**config.mk**
```make
export PLATFORM = sky130hd
export DESIGN_NAME = u_type_exec_ctrl_flat
export DESIGN_NICKNAME = d
export VERILOG_FILES = /design/src/rtl/u_type_exec_ctrl_if.sv /design/src/rtl/u_type_exec_ctrl.sv /design/src/flat_wrapper.sv
export SDC_FILE = /design/constraint.sdc
export NUM_CORES = 1
export LEC_CHECK = 0
export CAP_MARGIN = 20
export CELL_PAD_IN_SITES_DETAIL_PLACEMENT = 0
export CELL_PAD_IN_SITES_GLOBAL_PLACEMENT = 1
export CORE_MARGIN = 2
export CORE_UTILIZATION = 32
export CTS_BUF_LIST = sky130_fd_sc_hd__clkbuf_4
export DETAILED_ROUTE_END_ITERATION = 16
export PLACE_DENSITY = 0.79
export SKIP_LAST_GASP = 1
export SLEW_MARGIN = 20
export SYNTH_ARGS = -nofsm -noshare
export SYNTH_HDL_FRONTEND = slang
export SYNTH_SLANG_ARGS = --single-unit
```
**constraint.sdc**
```tcl
create_clock -name clk -period 5.6 [get_ports clk]
set_clock_uncertainty 0.2 [all_clocks]
set_input_delay 0.84 -clock clk [delete_from_list [all_inputs] [get_ports clk]]
set_output_delay 0.84 -clock clk [all_outputs]
set_load 0.02 [all_outputs]
```
**src/rtl/u_type_exec_ctrl_if.sv**
```systemverilog
// ---------------------------------------------------------------------------
// u_type_exec_ctrl_if
// Bundles every non-clock/reset signal of u_type_exec_ctrl.
//   Instruction intake : in_valid, in_ready, in_instr[31:0], in_pc[31:0]
//   Shared ALU port    : alu_req, alu_gnt, alu_op[2:0], alu_a[31:0],
//                        alu_b[31:0], alu_result[31:0]
//   Writeback port     : wb_valid, wb_ready, wb_rd[4:0], wb_data[31:0]
//   Status             : illegal, busy, retire_count[15:0]
// Modports:
//   slave  - the sequencer itself (accepts instructions, drives ALU/WB requests)
//   master - the surrounding core (offers instructions, grants ALU, sinks WB)
// ---------------------------------------------------------------------------
interface u_type_exec_ctrl_if;
  logic        in_valid;
  logic        in_ready;
  logic [31:0] in_instr;
  logic [31:0] in_pc;
  logic        alu_req;
  logic        alu_gnt;
  logic [2:0]  alu_op;
  logic [31:0] alu_a;
  logic [31:0] alu_b;
  logic [31:0] alu_result;
  logic        wb_valid;
  logic        wb_ready;
  logic [4:0]  wb_rd;
  logic [31:0] wb_data;
  logic        illegal;
  logic        busy;
  logic [15:0] retire_count;

  modport slave (
    input  in_valid, in_instr, in_pc, alu_gnt, alu_result, wb_ready,
    output in_ready, alu_req, alu_op, alu_a, alu_b, wb_valid, wb_rd, wb_data,
           illegal, busy, retire_count
  );

  modport master (
    output in_valid, in_instr, in_pc, alu_gnt, alu_result, wb_ready,
    input  in_ready, alu_req, alu_op, alu_a, alu_b, wb_valid, wb_rd, wb_data,
           illegal, busy, retire_count
  );
endinterface

```
**src/rtl/u_type_exec_ctrl.sv**
```systemverilog
// ---------------------------------------------------------------------------
// u_type_exec_ctrl
// Multi-cycle sequencer for RISC-V U-type instructions (LUI, AUIPC).
// Accepts one instruction + PC, decodes it, borrows the shared ALU for the
// AUIPC add, and hands the result to the register-file writeback port.
//
// Ports:
//   clk    - system clock, rising edge
//   rst    - asynchronous active-high reset
//   io_bus - u_type_exec_ctrl_if.slave (intake, ALU, writeback, status)
//
// Build option:
//   U_EXEC_RETIRE_CNT_EN - when defined, retire_count is a wrapping 16-bit
//                          retire counter; otherwise it is tied to zero.
//
// All outputs are registers, loaded from the next-state value so that each
// one is already correct in the first cycle of the state it belongs to.
// ---------------------------------------------------------------------------
`ifndef ALU_ADD
`define ALU_ADD 3'b000
`endif

module u_type_exec_ctrl (
  input logic               clk,
  input logic               rst,
  u_type_exec_ctrl_if.slave io_bus
);

  localparam logic [6:0] OPC_LUI   = 7'b0110111;
  localparam logic [6:0] OPC_AUIPC = 7'b0010111;

  typedef enum logic [1:0] {
    S_IDLE   = 2'd0,
    S_DECODE = 2'd1,
    S_ALU    = 2'd2,
    S_WB     = 2'd3
  } state_t;

  state_t      r_state;
  state_t      w_next;

  logic [31:0] r_instr;
  logic [31:0] r_pc;

  logic        r_in_ready;
  logic        r_busy;
  logic        r_alu_req;
  logic [31:0] r_alu_a;
  logic [31:0] r_alu_b;
  logic        r_wb_valid;
  logic [4:0]  r_wb_rd;
  logic [31:0] r_wb_data;
  logic        r_illegal;

  logic        w_accept;
  logic        w_retire;
  logic [6:0]  w_opc;
  logic [4:0]  w_rd;
  logic [31:0] w_imm;

  // True for the two opcodes this block executes.
  function automatic logic is_u_type(input logic [6:0] opc);
    return (opc == OPC_LUI) || (opc == OPC_AUIPC);
  endfunction

  assign w_opc    = r_instr[6:0];
  assign w_rd     = r_instr[11:7];
  assign w_imm    = {r_instr[31:12], 12'h000};
  assign w_accept = (r_state == S_IDLE) && io_bus.in_valid && r_in_ready;

  // Next-state decode and retire strobe.
  always_comb begin
    w_next   = r_state;
    w_retire = 1'b0;
    case (r_state)
      S_IDLE: begin
        if (w_accept) begin
          w_next = S_DECODE;
        end else begin
          w_next = S_IDLE;
        end
      end
      S_DECODE: begin
        if (!is_u_type(w_opc)) begin
          w_next = S_IDLE;
        end else if (w_rd == 5'd0) begin
          // Writes to x0 are architectural no-ops: retire without ALU or WB.
          w_next   = S_IDLE;
          w_retire = 1'b1;
        end else if (w_opc == OPC_LUI) begin
          w_next = S_WB;
        end else begin
          w_next = S_ALU;
        end
      end
      S_ALU: begin
        if (io_bus.alu_gnt) begin
          w_next = S_WB;
        end else begin
          w_next = S_ALU;
        end
      end
      S_WB: begin
        if (r_wb_valid && io_bus.wb_ready) begin
          w_next   = S_IDLE;
          w_retire = 1'b1;
        end else begin
          w_next = S_WB;
        end
      end
      default: begin
        w_next = S_IDLE;
      end
    endcase
  end

  // State register.
  always_ff @(posedge clk or posedge rst) begin
    if (rst) begin
      r_state <= S_IDLE;
    end else begin
      r_state <= w_next;
    end
  end

  // Instruction and PC capture on the intake handshake.
  always_ff @(posedge clk or posedge rst) begin
    if (rst) begin
      r_instr <= 32'h0000_0000;
      r_pc    <= 32'h0000_0000;
    end else if (w_accept) begin
      r_instr <= io_bus.in_instr;
      r_pc    <= io_bus.in_pc;
    end
  end

  // Handshake/status outputs, derived from the state being entered.
  always_ff @(posedge clk or posedge rst) begin
    if (rst) begin
      r_in_ready <= 1'b1;
      r_busy     <= 1'b0;
      r_alu_req  <= 1'b0;
      r_wb_valid <= 1'b0;
      r_illegal  <= 1'b0;
    end else begin
      r_in_ready <= (w_next == S_IDLE);
      r_busy     <= (w_next != S_IDLE);
      r_alu_req  <= (w_next == S_ALU);
      r_wb_valid <= (w_next == S_WB);
      // Decoded from the raw word at accept so the pulse lands on the DECODE cycle.
      r_illegal  <= w_accept && !is_u_type(io_bus.in_instr[6:0]);
    end
  end

  // ALU operands: driven only while in ALU, zero otherwise.
  always_ff @(posedge clk or posedge rst) begin
    if (rst) begin
      r_alu_a <= 32'h0000_0000;
      r_alu_b <= 32'h0000_0000;
    end else if (w_next == S_ALU) begin
      r_alu_a <= r_pc;
      r_alu_b <= w_imm;
    end else begin
      r_alu_a <= 32'h0000_0000;
      r_alu_b <= 32'h0000_0000;
    end
  end

  // Writeback payload: loaded on entry to WB, then held through backpressure.
  always_ff @(posedge clk or posedge rst) begin
    if (rst) begin
      r_wb_rd   <= 5'd0;
      r_wb_data <= 32'h0000_0000;
    end else if ((r_state == S_DECODE) && (w_next == S_WB)) begin
      r_wb_rd   <= w_rd;
      r_wb_data <= w_imm;
    end else if ((r_state == S_ALU) && io_bus.alu_gnt) begin
      r_wb_rd   <= w_rd;
      r_wb_data <= io_bus.alu_result;
    end
  end

`ifdef U_EXEC_RETIRE_CNT_EN
  logic [15:0] r_retire_count;

  // Wrapping retire counter; only rst clears it.
  always_ff @(posedge clk or posedge rst) begin
    if (rst) begin
      r_retire_count <= 16'h0000;
    end else if (w_retire) begin
      r_retire_count <= r_retire_count + 16'h0001;
    end
  end

  assign io_bus.retire_count = r_retire_count;
`else
  logic w_retire_unused;
  assign w_retire_unused     = w_retire;
  assign io_bus.retire_count = 16'h0000;
`endif

  assign io_bus.in_ready = r_in_ready;
  assign io_bus.busy     = r_busy;
  assign io_bus.alu_req  = r_alu_req;
  assign io_bus.alu_op   = `ALU_ADD;
  assign io_bus.alu_a    = r_alu_a;
  assign io_bus.alu_b    = r_alu_b;
  assign io_bus.wb_valid = r_wb_valid;
  assign io_bus.wb_rd    = r_wb_rd;
  assign io_bus.wb_data  = r_wb_data;
  assign io_bus.illegal  = r_illegal;

endmodule
```
**src/flat_wrapper.sv**
```systemverilog
// flat-port wrapper written by rule: the top's interface ports become plain ports
module u_type_exec_ctrl_flat 
  (clk, rst, io_bus_in_valid, io_bus_in_instr, io_bus_in_pc, io_bus_alu_gnt, io_bus_alu_result, io_bus_wb_ready, io_bus_in_ready, io_bus_alu_req, io_bus_alu_op, io_bus_alu_a, io_bus_alu_b, io_bus_wb_valid, io_bus_wb_rd, io_bus_wb_data, io_bus_illegal, io_bus_busy, io_bus_retire_count);
  u_type_exec_ctrl_if io_bus_i ();
  input logic clk;
  input logic rst;
  input wire logic [$bits(io_bus_i.in_valid)-1:0] io_bus_in_valid;
  input wire logic [$bits(io_bus_i.in_instr)-1:0] io_bus_in_instr;
  input wire logic [$bits(io_bus_i.in_pc)-1:0] io_bus_in_pc;
  input wire logic [$bits(io_bus_i.alu_gnt)-1:0] io_bus_alu_gnt;
  input wire logic [$bits(io_bus_i.alu_result)-1:0] io_bus_alu_result;
  input wire logic [$bits(io_bus_i.wb_ready)-1:0] io_bus_wb_ready;
  output wire logic [$bits(io_bus_i.in_ready)-1:0] io_bus_in_ready;
  output wire logic [$bits(io_bus_i.alu_req)-1:0] io_bus_alu_req;
  output wire logic [$bits(io_bus_i.alu_op)-1:0] io_bus_alu_op;
  output wire logic [$bits(io_bus_i.alu_a)-1:0] io_bus_alu_a;
  output wire logic [$bits(io_bus_i.alu_b)-1:0] io_bus_alu_b;
  output wire logic [$bits(io_bus_i.wb_valid)-1:0] io_bus_wb_valid;
  output wire logic [$bits(io_bus_i.wb_rd)-1:0] io_bus_wb_rd;
  output wire logic [$bits(io_bus_i.wb_data)-1:0] io_bus_wb_data;
  output wire logic [$bits(io_bus_i.illegal)-1:0] io_bus_illegal;
  output wire logic [$bits(io_bus_i.busy)-1:0] io_bus_busy;
  output wire logic [$bits(io_bus_i.retire_count)-1:0] io_bus_retire_count;
  assign io_bus_i.in_valid = io_bus_in_valid;
  assign io_bus_i.in_instr = io_bus_in_instr;
  assign io_bus_i.in_pc = io_bus_in_pc;
  assign io_bus_i.alu_gnt = io_bus_alu_gnt;
  assign io_bus_i.alu_result = io_bus_alu_result;
  assign io_bus_i.wb_ready = io_bus_wb_ready;
  assign io_bus_in_ready = io_bus_i.in_ready;
  assign io_bus_alu_req = io_bus_i.alu_req;
  assign io_bus_alu_op = io_bus_i.alu_op;
  assign io_bus_alu_a = io_bus_i.alu_a;
  assign io_bus_alu_b = io_bus_i.alu_b;
  assign io_bus_wb_valid = io_bus_i.wb_valid;
  assign io_bus_wb_rd = io_bus_i.wb_rd;
  assign io_bus_wb_data = io_bus_i.wb_data;
  assign io_bus_illegal = io_bus_i.illegal;
  assign io_bus_busy = io_bus_i.busy;
  assign io_bus_retire_count = io_bus_i.retire_count;
  u_type_exec_ctrl u_core (.clk(clk), .rst(rst), .io_bus(io_bus_i));
endmodule
```
==> metrics, run 1 <==
status=completed; # Post-CTS Setup Buffers=0; Peak Freq=339.6 MHz; placed cell areas=between 8000 and 9000 µm²; Initial Utilization=around a third; Critical Path AT=between 3 and 4 ns; GR Overflow Total=0; Routed Antenna Nets=0; non-filler cells, final=1053; Critical Path Sink Type=register; Reg2Reg Setup Slack=about 2.8 ns; Top Ports=226; placed insts=between 1000 and 1500; Pre-antenna DRT Iters=4; Period Utilization, post-route=a little over half; die area=roughly 21000 µm²; WL/cell=approximately 15 µm; # resized after CTS=0; Power Dens Cells=446.1 nW/µm²; TritonCTS clock tree=built; clock transition at the registers of the reported paths=between 0.1 and 0.15 ns; All-Layer GR Usage=approximately 15%; clk buf depth=2; Placeable Area=19530 µm²; gp weighted congestion=around 0.7; antenna diode instance count=0; worst setup path class=in2reg; clock sink count=160; first-pass GRT wire length=around 26000 µm; leakage=a little over 4 nW; Hold Fails Final Rpt=0; largest net degree at the start of global routing=110; dpl ws=2.047 ns; headroom to the max-slew limit=between 20% and 30%; final setup fails=0; layout cells sized above 1=between 10 and 15%; area grow syn2layout=37.09%; MaxCap Viol Count=0; Startpoint Class=input port; CP Max Fanout=25; IO buf count=just under 200; DRT Wirelength=between 15000 and 20000 µm; Root Buffer=clkbuf_4; unrepaired setup endpoints after global routing=no; total CTS buffers=17; Yosys reg bits=160; synth warn=0; Final min period=2.945 ns; maximum vdd drop=~0.16 mV; Slew Viols, Final=0; final instance area=between 8000 and 9000 µm²; die width=145.3 µm; worst skew pair latency=about 0.55 ns; share of the yosys chip area belonging to registers=a little over three fifths; DP Wirelength=~10000 µm; via/cell ratio=roughly 4.4; Worst-Margin Slew=1.060 ns; Netlist cell types=37; synthesized area=about 6400 µm²; DR iter-0 viols=223; cell count after synthesis=around 590; initial antenna violation count=1; Die Height=between 100 and 150 µm; Hold Path Class=reg2reg; Max H-tree Level=4; worst path required time=between 5 and 6 ns; vias in the first global route=between 4000 and 5000; CTS Hold Buffers Added=0; # rows=slightly above 50; Total Nets Final=slightly below 900; # DRC=0; Setup TNS=0 ns; via count=4587; Syn Area/Cell=~11 µm²; Setup WS post-layout=2.655 ns
## synthesized netlist by cell type
master / count / area, µm²
dfstp_2: 1 / 26.28
nor2_1: 1 / 3.750
a2111o_1: 2 / 22.52
mux2_2: 39 / 439.2
buf_2: 10 / 50.05
and3b_1: 1 / 8.760
o2111ai_2: 1 / 15.01
nand3b_1: 1 / 7.510
nor4_1: 1 / 6.260
a31o_2: 1 / 8.760
o211ai_1: 4 / 30.03
buf_1: 2 / 7.510
nand2_1: 220 / 825.8
a31oi_1: 2 / 12.51
o2111ai_4: 1 / 26.28
o41ai_1: 1 / 8.760
nand3_1: 2 / 10.01
a2111oi_4: 1 / 27.53
o22ai_1: 2 / 12.51
clkbuf_1: 20 / 75.07
or4_4: 1 / 11.26
conb_1: 1 / 3.750
inv_1: 5 / 18.77
o21ai_0: 5 / 25.02
and3_1: 1 / 6.260
and4b_1: 1 / 10.01
and4bb_2: 1 / 12.51
dfrtp_1: 159 / 3979
a21oi_1: 44 / 220.2
buf_6: 2 / 22.52
nand4bb_1: 2 / 22.52
mux2_1: 1 / 11.26
buf_4: 31 / 232.7
nand4b_1: 2 / 17.52
nor4bb_1: 2 / 20.02
a21boi_0: 20 / 150.1
clkbuf_2: 1 / 5.000
## final timing paths
kind                                             start  depth (start not counted)                                    end
max                                     io_bus_alu_gnt                          5  u_core.io_bus.wb_data[27]$_DFFE_PP0P_
min                         u_core.r_pc[6]$_DFFE_PP0P_                          2             u_core.r_pc[6]$_DFFE_PP0P_
max reg2reg                u_core.r_state[1]$_DFF_PP0_                          4  u_core.io_bus.wb_data[27]$_DFFE_PP0P_
min reg2reg                 u_core.r_pc[6]$_DFFE_PP0P_                          2             u_core.r_pc[6]$_DFFE_PP0P_
max in group asynchronous                          rst                          3      u_core.io_bus.alu_b[25]$_DFF_PP0_
min in group asynchronous                          rst                          2            u_core.r_pc[14]$_DFFE_PP0P_
## stage by stage
stage                     utilization (%)  power (mW)  hold slack, ns
after floorplan                         -       2.655          0.2318
after global placement              43.39       3.249          0.2417
after detailed placement            43.42       3.286          0.2494
after CTS                           44.76       3.965          0.2788
after global routing                44.88       4.192          0.2981
final                               44.88       3.909          0.2750
## where the power goes
part	switching, mW	total [mW]	internal [mW]
Sequential	0.221	1.77	1.55
Clock	0.438	0.664	0.226
Combinational	0.784	1.47	0.691
## cell usage in the layout, fill, tap and decap left out, types with 2 or more instances in the layout
cell / instances
clkinvlp_4: 2
inv_1: 4
clkinv_2: 4
inv_6: 5
o22ai_1: 2
clkbuf_4: 17
nand3_1: 2
clkinv_4: 3
o21ai_0: 5
nand4b_1: 2
a31oi_1: 2
buf_4: 5
conb_1: 31
clkdlybuf4s50_1: 194
dfrtp_1: 159
o2111ai_4: 2
a21boi_0: 20
nand2_1: 219
a21oi_1: 44
o211ai_1: 4
mux2_2: 39
a2111o_1: 2
## routing by layer
metal	track usage, %	up-vias	share of wire [%]
met5	0	-	0.083
met4	4.461	2	1.3
met3	5.549	15	7.0
met2	23.96	144	46
met1	20.19	2190	46
li1	-	2236	-
## state kept, by name (all words and copies together), names as in the netlist
register,cells
u_core.io_bus.alu_a,32
u_core.io_bus.wb_data,32
u_core.r_instr,32
u_core.r_pc,32
u_core.io_bus.alu_b,20
u_core.io_bus.wb_rd,5
u_core.r_state,2
u_core.io_bus.alu_req,1
u_core.io_bus.busy,1
u_core.io_bus.illegal,1
u_core.io_bus.in_ready,1
u_core.io_bus.wb_valid,1
## logic make-up after synthesis
kind of cell	synth area share [%]
other	0.05866
AOI/OAI and AO/OA	8.749
DFF	62.65
and+or+nand+nor	15.05
muxes	7.046
buffers and inverters	6.440
## layout make-up
class	count	area (µm²)
tap	265	331.6
timing repair buffer	200	1999
clock inverter	15	135.1
inverter	5	26.28
fill	1928	10760
multi-input combinational	391	2138
clock buffer	17	127.6
sequential	160	4005
## worst max-delay path: stages
cell	delay, ns
clkdlybuf4s50_1	0.53
nand3b_1	0.74
buf_4	0.51
mux2_2	0.29
mux2_2	0.27
No activity file was read; power rests on OpenSTA's default activity.
==> run 2: changes to the inputs <==
--- a/config.mk
+++ b/config.mk
@@ -9,10 +9,10 @@
 export CELL_PAD_IN_SITES_DETAIL_PLACEMENT = 0
 export CELL_PAD_IN_SITES_GLOBAL_PLACEMENT = 1
 export CORE_MARGIN = 2
-export CORE_UTILIZATION = 32
+export CORE_UTILIZATION = 35
 export CTS_BUF_LIST = sky130_fd_sc_hd__clkbuf_4
 export DETAILED_ROUTE_END_ITERATION = 16
-export PLACE_DENSITY = 0.79
+export PLACE_DENSITY = 0.82
 export SKIP_LAST_GASP = 1
 export SLEW_MARGIN = 20
 export SYNTH_ARGS = -nofsm -noshare
==> constraint.sdc (replaced) <==
create_clock -name clk -period 2.9 [get_ports clk]
set_clock_uncertainty 0.2 [all_clocks]
set_input_delay 0.435 -clock clk [delete_from_list [all_inputs] [get_ports clk]]
set_output_delay 0.435 -clock clk [all_outputs]
set_load 0.02 [all_outputs]
==> run 2 against run 1 <==
Combinational power up 95%; sequential power up 93%; clock power up 100%; worst setup slack lost 2.2 ns; hold slack worse by 0.094 ns; power rose by 95%; cell count decreased by 2.7%; sequential cell count did not move; sequential share of layout area fell by 0.30 points; core utilization is 4.2 points higher; via count is 2.8% higher.
==> metrics, run 2 (synthesis gave the netlist of run 1 again) <==
Placeable Area=~18000 µm²; DRT Wirelength=around 16000 µm; clk buf depth=2; Peak Freq=416.2 MHz; Root Buffer=clkbuf_4; Critical Path Sink Type=primary output; most frequent cells in the layout=nand2_1 (219), clkdlybuf4s50_1 (194), dfrtp_1 (159); worst skew pair latency=roughly 0.55 ns; All-Layer GR Usage=roughly 17%; initial antenna violation count=2; via/cell ratio=between 4 and 5; maximum vdd drop=roughly 0.44 mV; Pre-antenna DRT Iters=4; Hold Path Class=in2reg; Critical Path AT=1.77 ns; Routed Antenna Nets=0; Hold Fails Final Rpt=0; Worst-Margin Slew=~0.77 ns; # DRC=0; headroom to the max-slew limit=48.18%; via count=roughly 4700; clock sink count=160; placed insts=991; slowest stage cell, crit path=clkdlybuf4s50_1; status=completed; final setup fails=0; leakage=just over 4 nW; cells along the critical path=clkdlybuf4s50_1; non-filler cells, final=1025; buffers plus inverters on the worst setup path=1; die width=between 100 and 150 µm; Total Nets Final=~900; WL/cell=approximately 15 µm; GR Overflow Total=0; Slew Viols, Final=0; worst path required time=between 2 and 2.5 ns; Die Height=139.1 µm; final instance area=between 8000 and 9000 µm²; # resized after CTS=0; TritonCTS clock tree=built; total CTS buffers=17; Worst path top cell family by delay=buffers and inverters; area grow syn2layout=37.99%; first-pass GRT wire length=~25000 µm; Power Dens Cells=between 800 and 900 nW/µm²; DR iter-0 viols=240; DP Wirelength=between 10000 and 15000 µm; layout cells sized above 1=about an eighth; largest net degree at the start of global routing=between 80 and 90; clock transition at the registers of the reported paths=~0.15 ns; # rows=just under 50; commonest non-fill, non-tap cell in the layout=nand2_1; die area=approximately 19000 µm²; IO buf count=roughly 190; MaxCap Viol Count=0; unrepaired setup endpoints after global routing=no; Final min period=2.403 ns; Startpoint Class=register; placed cell areas=about 8500 µm²; vias in the first global route=roughly 4800; CP Max Fanout=3; Period Utilization, post-route=82.86%; worst setup path class=reg2out; Finished Core Util=49.11%; Initial Utilization=35.59%; Setup TNS=0 ns; Top Ports=roughly 230; gp weighted congestion=approximately 0.74; Max H-tree Level=4; Largest stage delay, worst path=just over 0.6 ns
-- run 2: metrics by stage --
| stage | worst slack, ns | hold slack, ns | total power, mW |
|---|---|---|---|
| after global placement | 0.6019 | 0.2415 | 6.275 |
| after global routing | 0.4111 | 0.1268 | 8.176 |
| after floorplan | 0.2370 | 0.2318 | 5.128 |
| final | 0.4972 | 0.1806 | 7.631 |
| after detailed placement | 0.5650 | 0.2497 | 6.359 |
| after CTS | 0.4468 | 0.1320 | 7.736 |
-- run 2: final timing paths --
| check | end | from | slack (ns) | cells after the start |
|---|---|---|---|---|
| worst max-delay path | io_bus_in_ready | u_core.io_bus.in_ready$_DFF_PP1_ | 0.50 | 1 |
| worst min-delay path | u_core.r_pc[13]$_DFFE_PP0P_ | io_bus_in_pc[13] | 0.18 | 3 |
| worst max register to register | u_core.io_bus.wb_data[23]$_DFFE_PP0P_ | u_core.r_instr[7]$_DFFE_PP0P_ | 0.63 | 4 |
| worst min register to register | u_core.r_pc[14]$_DFFE_PP0P_ | u_core.r_pc[14]$_DFFE_PP0P_ | 0.27 | 2 |
| max in group asynchronous | u_core.io_bus.in_ready$_DFF_PP1_ | rst | 1.12 | 4 |
| min in group asynchronous | u_core.io_bus.wb_data[0]$_DFFE_PP0P_ | rst | 0.58 | 3 |
-- run 2: layout make-up --
| type | count | area, µm² |
|---|---|---|
| clock buffers | 18 | 135.1 |
| multi-input cells | 391 | 2133 |
| well taps | 229 | 286.5 |
| diodes | 1 | 2.502 |
| fillers | 1717 | 9143 |
| inverters | 5 | 22.52 |
| flip-flops and latches | 160 | 4005 |
| repair buffers | 207 | 2079 |
| clock inverters | 14 | 156.4 |
-- run 2: worst register-to-register path: stages (launching register included) --
cell       delay, ns
dfrtp_1         0.45
or4_4           0.59
o2111ai_4       0.19
buf_4           0.34
mux2_2          0.40
-- run 2: layer usage --
layer,track usage [%],vias to the layer above,wire length (µm)
li1,-,2263,-
met1,21.13,2297,6723
met2,26.70,142,7557
met3,6.457,11,1148
met4,3.668,2,127
met5,0,-,13
-- run 2: repair_timing --
item,CTS,global route
hold buffers,1,0
endpoints found under the hold margin,13,0
buffers inserted,0,0
-- run 2: power breakdown --
group / internal [mW] / leakage, nW / switching, mW
Clock: 0.532 / 0.141 / 0.829
Combinational: 1.35 / 1.85 / 1.51
Sequential: 2.99 / 2.06 / 0.419
Total: 4.87 / 4.05 / 2.76
==> run 3: changes to the inputs <==
==> constraint.sdc (replaced) <==
create_clock -name clk -period 2.3 [get_ports clk]
set_clock_uncertainty 0.2 [all_clocks]
set_input_delay 0.345 -clock clk [delete_from_list [all_inputs] [get_ports clk]]
set_output_delay 0.345 -clock clk [all_outputs]
set_load 0.02 [all_outputs]
==> run 3 against run 2 <==
Worst setup slack worse by 0.32 ns; hold slack worse by 0.13 ns; die area stayed put; cell area is 1.5% higher; non-clock buffer count is 4 higher; core utilization is 0.75 points higher; clock power is 46% higher; power is 31% higher; critical path depth is 3 higher; largest power group unchanged.
==> metrics, run 3 (synthesis gave the netlist of run 1 again) <==
gp weighted congestion=around 0.76; combinational power share=between 30% and 40%; Die Height=between 100 and 150 µm; DR iter-0 viols=slightly below 300; largest net degree at the start of global routing=between 60 and 70; Peak Freq=about 470 MHz; worst skew pair latency=~0.54 ns; GR Overflow Total=0; leakage=just over 4 nW; Largest stage delay, worst path=~0.59 ns; Max H-tree Level=4; Pre-antenna DRT Iters=4; Worst-Margin Slew=0.5104 ns; Critical Path Sink Type=register; All-Layer GR Usage=between 10% and 20%; Worst path top cell family by delay=simple AND/OR/NAND/NOR gates; Startpoint Class=register; worst path required time=2.53 ns; cells along the critical path=or4_4, o2111ai_4, buf_12, mux2_2; Seq pwr share=a little over two fifths; CP Capture Point=u_core.io_bus.wb_data[23]$_DFFE_PP0P_; non-filler cells, final=slightly above 1000; via count=about 4800; IO buf count=about 190; DRT Wirelength=15630 µm; DP Wirelength=a little over 10000 µm; buffers plus inverters on the worst setup path=1; worst setup path class=reg2reg; vias in the first global route=approximately 4700; most frequent cells in the layout=nand2_1 (219), clkdlybuf4s50_1 (193), dfrtp_1 (159); CP Max Fanout=23; Reg2Reg Setup Slack=~0.18 ns; unrepaired setup endpoints after global routing=no; commonest non-fill, non-tap cell in the layout=nand2_1; slowest stage cell, crit path=or4_4; Top Ports=226; clock sink count=160; maximum vdd drop=~0.54 mV; total CTS buffers=17; WL/cell=roughly 15 µm; Reg area=4005 µm²; Placeable Area=approximately 18000 µm²; Power Dens Cells=around 1100 nW/µm²; Crit Reg-Reg Endpoint=u_core.io_bus.wb_data[23]$_DFFE_PP0P_; cell-internal power=between 6 and 7 mW; CP startpoint=u_core.r_instr[7]$_DFFE_PP0P_; layout cells sized above 1=between 10% and 20%; initial antenna violation count=4; dpl ws=0.1371 ns; first-pass GRT wire length=around 25000 µm; WP depth=4; worst hold margin=between 0.04 and 0.05 ns; Period Utilization, post-route=92.33%; die width=139.1 µm; Setup WS post-layout=between 0.15 and 0.2 ns; Filler Cell Count=roughly 1700; Initial Utilization=~36%; Total Nets Final=roughly 890; TritonCTS clock tree=built; switching power=~3.5 mW; via/cell ratio=4.642; Worst Reg-to-Reg Cells=4; MaxCap Viol Count=0; Hold Path Class=in2async; Pwr Total=approximately 10 mW; # DRC=0; die area=19360 µm²; Critical Path AT=~2.4 ns; # rows=49; Multi-input gate area=2133 µm²; clk buf depth=2; area grow syn2layout=40.09%; clock transition at the registers of the reported paths=roughly 0.14 ns; Root Buffer=clkbuf_4; Final min period=between 2 and 2.5 ns; headroom to the max-slew limit=65.97%; Slew Viols, Final=0; R2R Path Start=u_core.r_instr[7]$_DFFE_PP0P_; # Post-CTS Setup Buffers=0; Hold Fails Final Rpt=0; status=completed; placed insts=996; Setup TNS=0 ns; final setup fails=0; CTS Hold Buffers Added=0; sw frac=around a third; Routed Antenna Nets=0; Clk pwr share=about 20%
[run 3: worst reg2reg max path, cell delays in order (launching register included)]
cell	delay, ns
dfrtp_1	0.44
or4_4	0.59
o2111ai_4	0.22
buf_12	0.21
mux2_2	0.37
[run 3: per-layer routing]
layer | part of all wire, % | wire length, µm | track usage [%]
met4 | 0.77 | 121 | 4.466
met1 | 43 | 6744 | 20.43
met2 | 48 | 7542 | 26.34
met3 | 7.8 | 1217 | 6.112
met5 | 0 | 0 | 0
[run 3: how the worst min path moves through the flow]
| stage | endpoint | slack [ns] | cells after the start |
|---|---|---|---|
| floorplan | u_core.r_pc[0]$_DFFE_PP0P_ | 0.23 | 2 |
| global placement | u_core.r_pc[6]$_DFFE_PP0P_ | 0.24 | 2 |
| detailed placement | u_core.r_pc[1]$_DFFE_PP0P_ | 0.25 | 2 |
| CTS | u_core.r_instr[9]$_DFFE_PP0P_ | 0.007 | 3 |
| global route | u_core.r_instr[9]$_DFFE_PP0P_ | 0.02 | 3 |
| finish | u_core.r_instr[9]$_DFFE_PP0P_ | 0.05 | 3 |
[run 3: layout make-up]
| cell class | instances | area share (%) |
|---|---|---|
| diodes | 3 | 0.08383 |
| clock buffers | 18 | 1.509 |
| clock inverters | 13 | 2.333 |
| inverters | 5 | 0.2515 |
| multi-input cells | 391 | 23.82 |
| flip-flops and latches | 160 | 44.73 |
| well taps | 229 | 3.200 |
| repair buffers | 211 | 24.07 |
[run 3: stage by stage]
step           cell area, µm²  util (%)
4_1_cts                  8947     49.81
3_3_place_gp             8605     47.90
2_1_floorplan            6509         -
5_1_grt                  8950     49.82
6_report                 8955     49.85
3_5_place_dp             8605     47.90
[run 3: repair_timing]
action	4_1_cts	5_1_grt
setup endpoints to repair	1	0
hold endpoints to repair	0	0
resized for setup	1	0
[run 3: power groups by stage]
stage	Sequential, mW	Clock (mW)	Combinational (mW)
detailed placement	4.36	0	3.74
floorplan	4.76	0	1.70
finish	4.29	1.99	3.69
global placement	4.32	0	3.67
global route	4.42	2.16	4.04
CTS	4.30	2.06	3.75
